===== config.mk =====
export PLATFORM = sky130hd
export DESIGN_NAME = decode_stage
export DESIGN_NICKNAME = d
export VERILOG_FILES = /design/src/rtl/decode_stage.sv
export SDC_FILE = /design/constraint.sdc
export NUM_CORES = 1
export LEC_CHECK = 0
export ABC_AREA = 1
export BUFFER_PORTS_ARGS = -buffer_cell sky130_fd_sc_hd__buf_2
export CELL_PAD_IN_SITES_DETAIL_PLACEMENT = 0
export CELL_PAD_IN_SITES_GLOBAL_PLACEMENT = 2
export CORE_MARGIN = 2
export CORE_UTILIZATION = 30
export CTS_CLUSTER_DIAMETER = 80
export CTS_CLUSTER_SIZE = 10
export DETAILED_ROUTE_END_ITERATION = 10
export GPL_ROUTABILITY_DRIVEN = 1
export PLACE_DENSITY = 0.81
export SYNTH_ARGS = -nofsm -noshare
export SYNTH_HDL_FRONTEND = slang
export SYNTH_SLANG_ARGS = --single-unit

===== constraint.sdc =====
create_clock -name clk -period 2 [get_ports clk]
set_input_delay 0.4 -clock clk [delete_from_list [all_inputs] [get_ports clk]]
set_output_delay 0.4 -clock clk [all_outputs]
set_load 0.03 [all_outputs]

===== src/rtl/decode_stage.sv =====
// Registered RV32I decode stage with a 2-entry skid buffer between fetch and execute.
// Optional M-extension decode is enabled by defining DECODE_M_EXT_EN (needs ALU_CTRL_W >= 5).
module decode_stage #(
   parameter int              XLEN         = 32,
   parameter int              ALU_CTRL_W   = 4,
   parameter logic [XLEN-1:0] RESET_PC_TAG = '0
) (
   input  logic                  clk,
   input  logic                  reset,
   input  logic                  flush,
   input  logic                  in_valid,
   output logic                  in_ready,
   input  logic [31:0]           in_instr,
   input  logic [XLEN-1:0]       in_pc,
   output logic                  out_valid,
   input  logic                  out_ready,
   output logic [XLEN-1:0]       out_pc,
   output logic [4:0]            out_rd,
   output logic [4:0]            out_rs1,
   output logic [4:0]            out_rs2,
   output logic [XLEN-1:0]       out_imm,
   output logic                  out_branch,
   output logic                  out_mem_rd,
   output logic                  out_mem_wr,
   output logic                  out_mem_to_reg,
   output logic                  out_r1_zero,
   output logic                  out_r1_pc,
   output logic                  out_jump,
   output logic                  out_alu_src,
   output logic                  out_reg_wr,
   output logic [ALU_CTRL_W-1:0] out_alu_ctrl,
   output logic                  out_illegal
);

   if (XLEN < 32) begin : g_bad_xlen
      $error("decode_stage: XLEN must be >= 32");
   end
   if (ALU_CTRL_W < 4) begin : g_bad_alu_w
      $error("decode_stage: ALU_CTRL_W must be >= 4");
   end
`ifdef DECODE_M_EXT_EN
   if (ALU_CTRL_W < 5) begin : g_bad_alu_w_m
      $error("decode_stage: DECODE_M_EXT_EN requires ALU_CTRL_W >= 5");
   end
`endif

   typedef struct packed {
      logic [XLEN-1:0]       pc;
      logic [4:0]            rd;
      logic [4:0]            rs1;
      logic [4:0]            rs2;
      logic [XLEN-1:0]       imm;
      logic                  branch;
      logic                  mem_rd;
      logic                  mem_wr;
      logic                  mem_to_reg;
      logic                  r1_zero;
      logic                  r1_pc;
      logic                  jump;
      logic                  alu_src;
      logic                  reg_wr;
      logic [ALU_CTRL_W-1:0] alu_ctrl;
      logic                  illegal;
   } bundle_t;

   typedef enum logic [1:0] {
      EMPTY = 2'd0,
      ONE   = 2'd1,
      TWO   = 2'd2
   } state_t;

   // state | meaning
   // EMPTY | nothing buffered, out_valid=0
   // ONE   | output register valid, skid empty
   // TWO   | output register and skid valid, in_ready=0

   localparam logic [6:0] OP_R      = 7'b0110011;
   localparam logic [6:0] OP_IMM    = 7'b0010011;
   localparam logic [6:0] OP_LOAD   = 7'b0000011;
   localparam logic [6:0] OP_STORE  = 7'b0100011;
   localparam logic [6:0] OP_BRANCH = 7'b1100011;
   localparam logic [6:0] OP_LUI    = 7'b0110111;
   localparam logic [6:0] OP_AUIPC  = 7'b0010111;
   localparam logic [6:0] OP_JAL    = 7'b1101111;
   localparam logic [6:0] OP_JALR   = 7'b1100111;

   logic [6:0]  opcode;
   logic [2:0]  funct3;
   logic [6:0]  funct7;
   logic [31:0] i_imm, s_imm, b_imm, u_imm, j_imm;

   assign opcode = in_instr[6:0];
   assign funct3 = in_instr[14:12];
   assign funct7 = in_instr[31:25];

   assign i_imm = {{20{in_instr[31]}}, in_instr[31:20]};
   assign s_imm = {{20{in_instr[31]}}, in_instr[31:25], in_instr[11:7]};
   assign b_imm = {{19{in_instr[31]}}, in_instr[31], in_instr[7], in_instr[30:25],
                   in_instr[11:8], 1'b0};
   assign u_imm = {in_instr[31:12], 12'b0};
   assign j_imm = {{11{in_instr[31]}}, in_instr[31], in_instr[19:12], in_instr[20],
                   in_instr[30:21], 1'b0};

   bundle_t dec;
   logic    br, mrd, mwr, m2r, r1z, r1pc, jmp, asrc, rwr, ill;
   logic [ALU_CTRL_W-1:0] alu;
   logic [31:0]           imm32;

   always_comb begin
      br    = 1'b0;
      mrd   = 1'b0;
      mwr   = 1'b0;
      m2r   = 1'b0;
      r1z   = 1'b0;
      r1pc  = 1'b0;
      jmp   = 1'b0;
      asrc  = 1'b0;
      rwr   = 1'b0;
      ill   = 1'b0;
      alu   = '0;
      imm32 = '0;
      case (opcode)
         OP_R: begin
            if (funct7 == 7'b0000000 ||
                (funct7 == 7'b0100000 && (funct3 == 3'b000 || funct3 == 3'b101))) begin
               rwr = 1'b1;
               alu = ALU_CTRL_W'({in_instr[30], funct3});
            end
`ifdef DECODE_M_EXT_EN
            else if (funct7 == 7'b0000001) begin
               rwr = 1'b1;
               alu = ALU_CTRL_W'({1'b1, 1'b0, funct3});
            end
`endif
            else begin
               ill = 1'b1;
            end
         end
         OP_IMM: begin
            asrc  = 1'b1;
            rwr   = 1'b1;
            imm32 = i_imm;
            case (funct3)
               3'b001: begin
                  ill = (funct7 != 7'b0000000);
                  alu = ALU_CTRL_W'({1'b0, funct3});
               end
               3'b101: begin
                  ill = (funct7 != 7'b0000000) && (funct7 != 7'b0100000);
                  alu = ALU_CTRL_W'({in_instr[30], funct3});
               end
               default: alu = ALU_CTRL_W'({1'b0, funct3});
            endcase
         end
         OP_LOAD: begin
            mrd   = 1'b1;
            m2r   = 1'b1;
            asrc  = 1'b1;
            rwr   = 1'b1;
            imm32 = i_imm;
         end
         OP_STORE: begin
            mwr   = 1'b1;
            asrc  = 1'b1;
            imm32 = s_imm;
         end
         OP_BRANCH: begin
            br    = 1'b1;
            imm32 = b_imm;
            alu   = ALU_CTRL_W'(4'b1000);
         end
         OP_LUI: begin
            r1z   = 1'b1;
            asrc  = 1'b1;
            rwr   = 1'b1;
            imm32 = u_imm;
         end
         OP_AUIPC: begin
            r1pc  = 1'b1;
            asrc  = 1'b1;
            rwr   = 1'b1;
            imm32 = u_imm;
         end
         OP_JAL: begin
            jmp   = 1'b1;
            r1pc  = 1'b1;
            asrc  = 1'b1;
            rwr   = 1'b1;
            imm32 = j_imm;
         end
         OP_JALR: begin
            jmp   = 1'b1;
            asrc  = 1'b1;
            rwr   = 1'b1;
            imm32 = i_imm;
            ill   = (funct3 != 3'b000);
         end
         default: ill = 1'b1;
      endcase

      dec     = '0;
      dec.pc  = in_pc;
      dec.rd  = in_instr[11:7];
      dec.rs1 = in_instr[19:15];
      dec.rs2 = in_instr[24:20];
      // An illegal word travels as a pure marker: no side-effecting control bits.
      if (ill) begin
         dec.illegal = 1'b1;
      end else begin
         dec.imm        = XLEN'($signed(imm32));
         dec.branch     = br;
         dec.mem_rd     = mrd;
         dec.mem_wr     = mwr;
         dec.mem_to_reg = m2r;
         dec.r1_zero    = r1z;
         dec.r1_pc      = r1pc;
         dec.jump       = jmp;
         dec.alu_src    = asrc;
         dec.reg_wr     = rwr;
         dec.alu_ctrl   = alu;
      end
   end

   function automatic bundle_t idle_bundle();
      bundle_t b;
      b    = '0;
      b.pc = RESET_PC_TAG;
      return b;
   endfunction

   state_t  state;
   bundle_t out_r;
   bundle_t skid_r;

   always_ff @(posedge clk) begin
      if (reset || flush) begin
         state     <= EMPTY;
         in_ready  <= 1'b1;
         out_valid <= 1'b0;
         out_r     <= idle_bundle();
         skid_r    <= '0;
      end else begin
         case (state)
            EMPTY: begin
               if (in_valid) begin
                  out_r     <= dec;
                  out_valid <= 1'b1;
                  state     <= ONE;
               end
            end
            ONE: begin
               if (out_ready) begin
                  if (in_valid) begin
                     out_r <= dec;
                  end else begin
                     out_r     <= idle_bundle();
                     out_valid <= 1'b0;
                     state     <= EMPTY;
                  end
               end else if (in_valid) begin
                  skid_r   <= dec;
                  in_ready <= 1'b0;
                  state    <= TWO;
               end
            end
            TWO: begin
               if (out_ready) begin
                  out_r    <= skid_r;
                  skid_r   <= '0;
                  in_ready <= 1'b1;
                  state    <= ONE;
               end
            end
            default: begin
               state     <= EMPTY;
               in_ready  <= 1'b1;
               out_valid <= 1'b0;
               out_r     <= idle_bundle();
               skid_r    <= '0;
            end
         endcase
      end
   end

   assign out_pc         = out_r.pc;
   assign out_rd         = out_r.rd;
   assign out_rs1        = out_r.rs1;
   assign out_rs2        = out_r.rs2;
   assign out_imm        = out_r.imm;
   assign out_branch     = out_r.branch;
   assign out_mem_rd     = out_r.mem_rd;
   assign out_mem_wr     = out_r.mem_wr;
   assign out_mem_to_reg = out_r.mem_to_reg;
   assign out_r1_zero    = out_r.r1_zero;
   assign out_r1_pc      = out_r.r1_pc;
   assign out_jump       = out_r.jump;
   assign out_alu_src    = out_r.alu_src;
   assign out_reg_wr     = out_r.reg_wr;
   assign out_alu_ctrl   = out_r.alu_ctrl;
   assign out_illegal    = out_r.illegal;

endmodule


==> flow_summary.json <==
{
  "maxSlewViolCount": 0,
  "setup_viol": 0,
  "layout.nets": 1434,
  "synth-compound-area-share": 0.1898,
  "grt_pass1_vias": 7708,
  "worst_slew_pin_slew_ns": 0.4688,
  "synthesis.area_um2": 8339,
  "p_leak_nw": 4.502,
  "arrival_ns": 2.14,
  "drive_gt1_frac": 0.2163,
  "gp_congestion": 0.8353,
  "ys_ff_latch": 188,
  "avgViaCountPerCell": 4.797,
  "cts_resized": 0,
  "cap_violations": 0,
  "synth_top_area_share": 0.4513,
  "die_area_um2": 29150,
  "antenna_left": 0,
  "gr-total-overflow": 0,
  "post_cts_buffers": 0,
  "status": "finished, final reports clean",
  "rsz0062_at_grt": "false",
  "stdcell_area_um2": 10660,
  "place_hpwl_um": 19400,
  "synth_top_flop_cell": "dfxtp_1",
  "die-height_um": 170.7,
  "syn_to_final_growth_pct": 27.82,
  "drtIter0Drc": 643,
  "io_buffers": 163,
  "critical_path.max_fanout": 13,
  "hold_class": "primary input to flip-flop",
  "vdd_drop_max_uv": 500.8,
  "start_util": 0.3027,
  "synthAdderAreaFrac": 0,
  "synth_common_cells": "nand2_1, a21oi_1, dfxtp_1, nand3_1, inv_1",
  "numClockSinks": 188,
  "start_kind": "flip-flop",
  "clk_path_buf_depth": 2,
  "fin_crit_ns": 1.768,
  "synth_cell_types": 27,
  "max_freq_mhz": 565.7,
  "core_um2": 27550,
  "wl_um": 28630,
  "relSlewSlack": 0.6842,
  "postSynthNetCount": 1263,
  "endpoint_kind": "flip-flop",
  "antennaDiodeCount": 0,
  "synthCells": 1194,
  "grt_max_degree": 76,
  "synth_most_common_cell": "nand2_1",
  "clock-root-buffer": "clkbuf_16",
  "synth.area.mux_share": 0,
  "synth_area_leader_cell": "dfxtp_1",
  "htree_levels": 4,
  "synth-edff-count": 0,
  "synth_xor_area_frac": 0,
  "io-pin-count": 164,
  "cts_hold_buffers": 0,
  "ys_warn_count": 0,
  "drcViolationCount": 0,
  "clkTransAtPathRegs_ns": 0.09,
  "numCtsBuffers": 17,
  "synth_top_family_by_area": "simple AND/OR/NAND/NOR gates",
  "rows": 61,
  "cp_data_required_time_ns": 2.37,
  "cts_tree": "built",
  "finalClockSkew_ns": 0.01481,
  "clk-insertion-delay-late_ns": 0.44,
  "gr-usage-all-layers": 0.1969,
  "syn_avg_cell_area_um2": 6.984,
  "ys_top_cells_by_area": "dfxtp_1, nand2_1, a21oi_1, nand3_1, a22o_1",
  "period_share": 0.8839,
  "finalHoldViolations": 0,
  "async_reset_ff_frac": 0,
  "ys_seq_area_frac": 0.4513,
  "die_w_um": 170.7,
  "routed-via-count": 8424,
  "drt-wirelength-per-cell_um": 16.30,
  "firstDrtPassIters": 5,
  "power_density_nw_per_um2": 774.5,
  "dpl-instance-area_um2": 10040,
  "grt_pass1_wl_um": 44790,
  "setup-tns-final_ns": 0,
  "worst_hold_slack_ns": 0.2023,
  "synth-simple-area-share": 0.2818,
  "worst-setup-path-type": "flip-flop to flip-flop",
  "antenna_found_initial": 0
}
-- power by group --
part	leakage, nW	switching [W]	internal, W
logic	2.68	0.000612	0.000300
clock network	0.298	0.00181	0.00172
registers	1.52	0.0000252	0.00379
total	4.50	0.00245	0.00580
-- final cells by class --
type / instances / area [um^2]
Fill cell: 2965 / 16890
Multi-Input combinational cell: 855 / 3964
Sequential cell: 188 / 3765
Timing Repair Buffer: 242 / 1609
Tap cell: 378 / 473.0
Clock buffer: 17 / 425.4
Inverter: 61 / 234.0
Clock inverter: 15 / 188.9
-- worst max-delay path, cell delays in order, from the launching register on --
cell     delay, ns
dfxtp_2       0.39
inv_1         0.10
nand2_1       0.16
nor2_1        0.06
inv_1         0.14
nand3_4       0.13
inv_2         0.13
buf_12        0.15
buf_4         0.22
nand2_1       0.11
a21oi_1       0.12
-- stage by stage --
step / utilization / instances / setup slack (ns) / total power, W
after global routing: 0.3869 / 1756 / 0.01368 / 0.008596
after CTS: 0.3868 / 1756 / 0.1527 / 0.008371
final: 0.3869 / 1756 / 0.2322 / 0.008255
after global placement: 0.3645 / 1724 / -0.1304 / 0.004825
after detailed placement: 0.3645 / 1724 / -0.1268 / 0.004823
after floorplan: - / 1194 / 0.2759 / 0.004402
-- path summary, 6_finish.rpt --
kind	start	endpoint	slack, ns	cells past startpoint
min reg2reg	skid_r[47]	skid_r[47]	0.46	2
min	reset	in_ready	0.20	3
max	state[0]	out_rd[0]	0.23	10
max reg2reg	state[0]	out_rd[0]	0.23	10
-- layout by cell type (no fill, tap or decap) --
cell type,synthesis,routed
nand4_1,16,16
dfxtp_2,0,1
inv_12,0,1
clkinv_8,0,5
o21ai_1,5,4
a211oi_1,5,5
nand3_1,74,73
buf_4,4,63
o21ai_2,1,1
inv_1,55,52
a21oi_1,188,188
nand2_4,1,1
a22o_1,34,34
nor2_2,2,2
a31oi_1,1,1
inv_2,6,8
nand2_2,1,1
nand3_2,2,2
dfxtp_1,188,187
o21ai_0,28,28
nand3_4,0,1
nor2_8,1,1
o21ai_4,0,1
inv_8,0,5
a22oi_1,1,1
o22ai_1,19,19
nor2_4,3,4
nand2_1,444,444
buf_2,31,163
clkbuf_16,0,17
inv_6,0,2
clkinv_4,0,3
buf_12,0,16
nor2_1,29,28
-- flip-flops by register name, summed over array words and instances (netlist names) --
name,flops
out_rs1,5
out_pc,32
out_valid,1
out_mem_wr,1
out_imm,32
out_jump,1
in_ready,1
out_alu_src,1
out_reg_wr,1
out_r1_zero,1
out_mem_rd,1
skid_r,92
out_illegal,1
out_alu_ctrl,4
out_rs2,5
out_branch,1
out_r1_pc,1
state,2
out_rd,5
-- cell families after synthesis --
group	Yosys count
AND/OR/NAND/NOR	573
AO/OA/AOI/OAI	282
flip-flops	188
buffers and inverters	151
-- layer usage --
layer  share of wire  global-route usage  up-vias
li1                -                   -     4261
met1            0.48              0.2793     3961
met2            0.46              0.3130      190
met3           0.046             0.03262       12
met4           0.010             0.04422        0
met5               0                   0        -
Power figures use the tool's default switching activity.
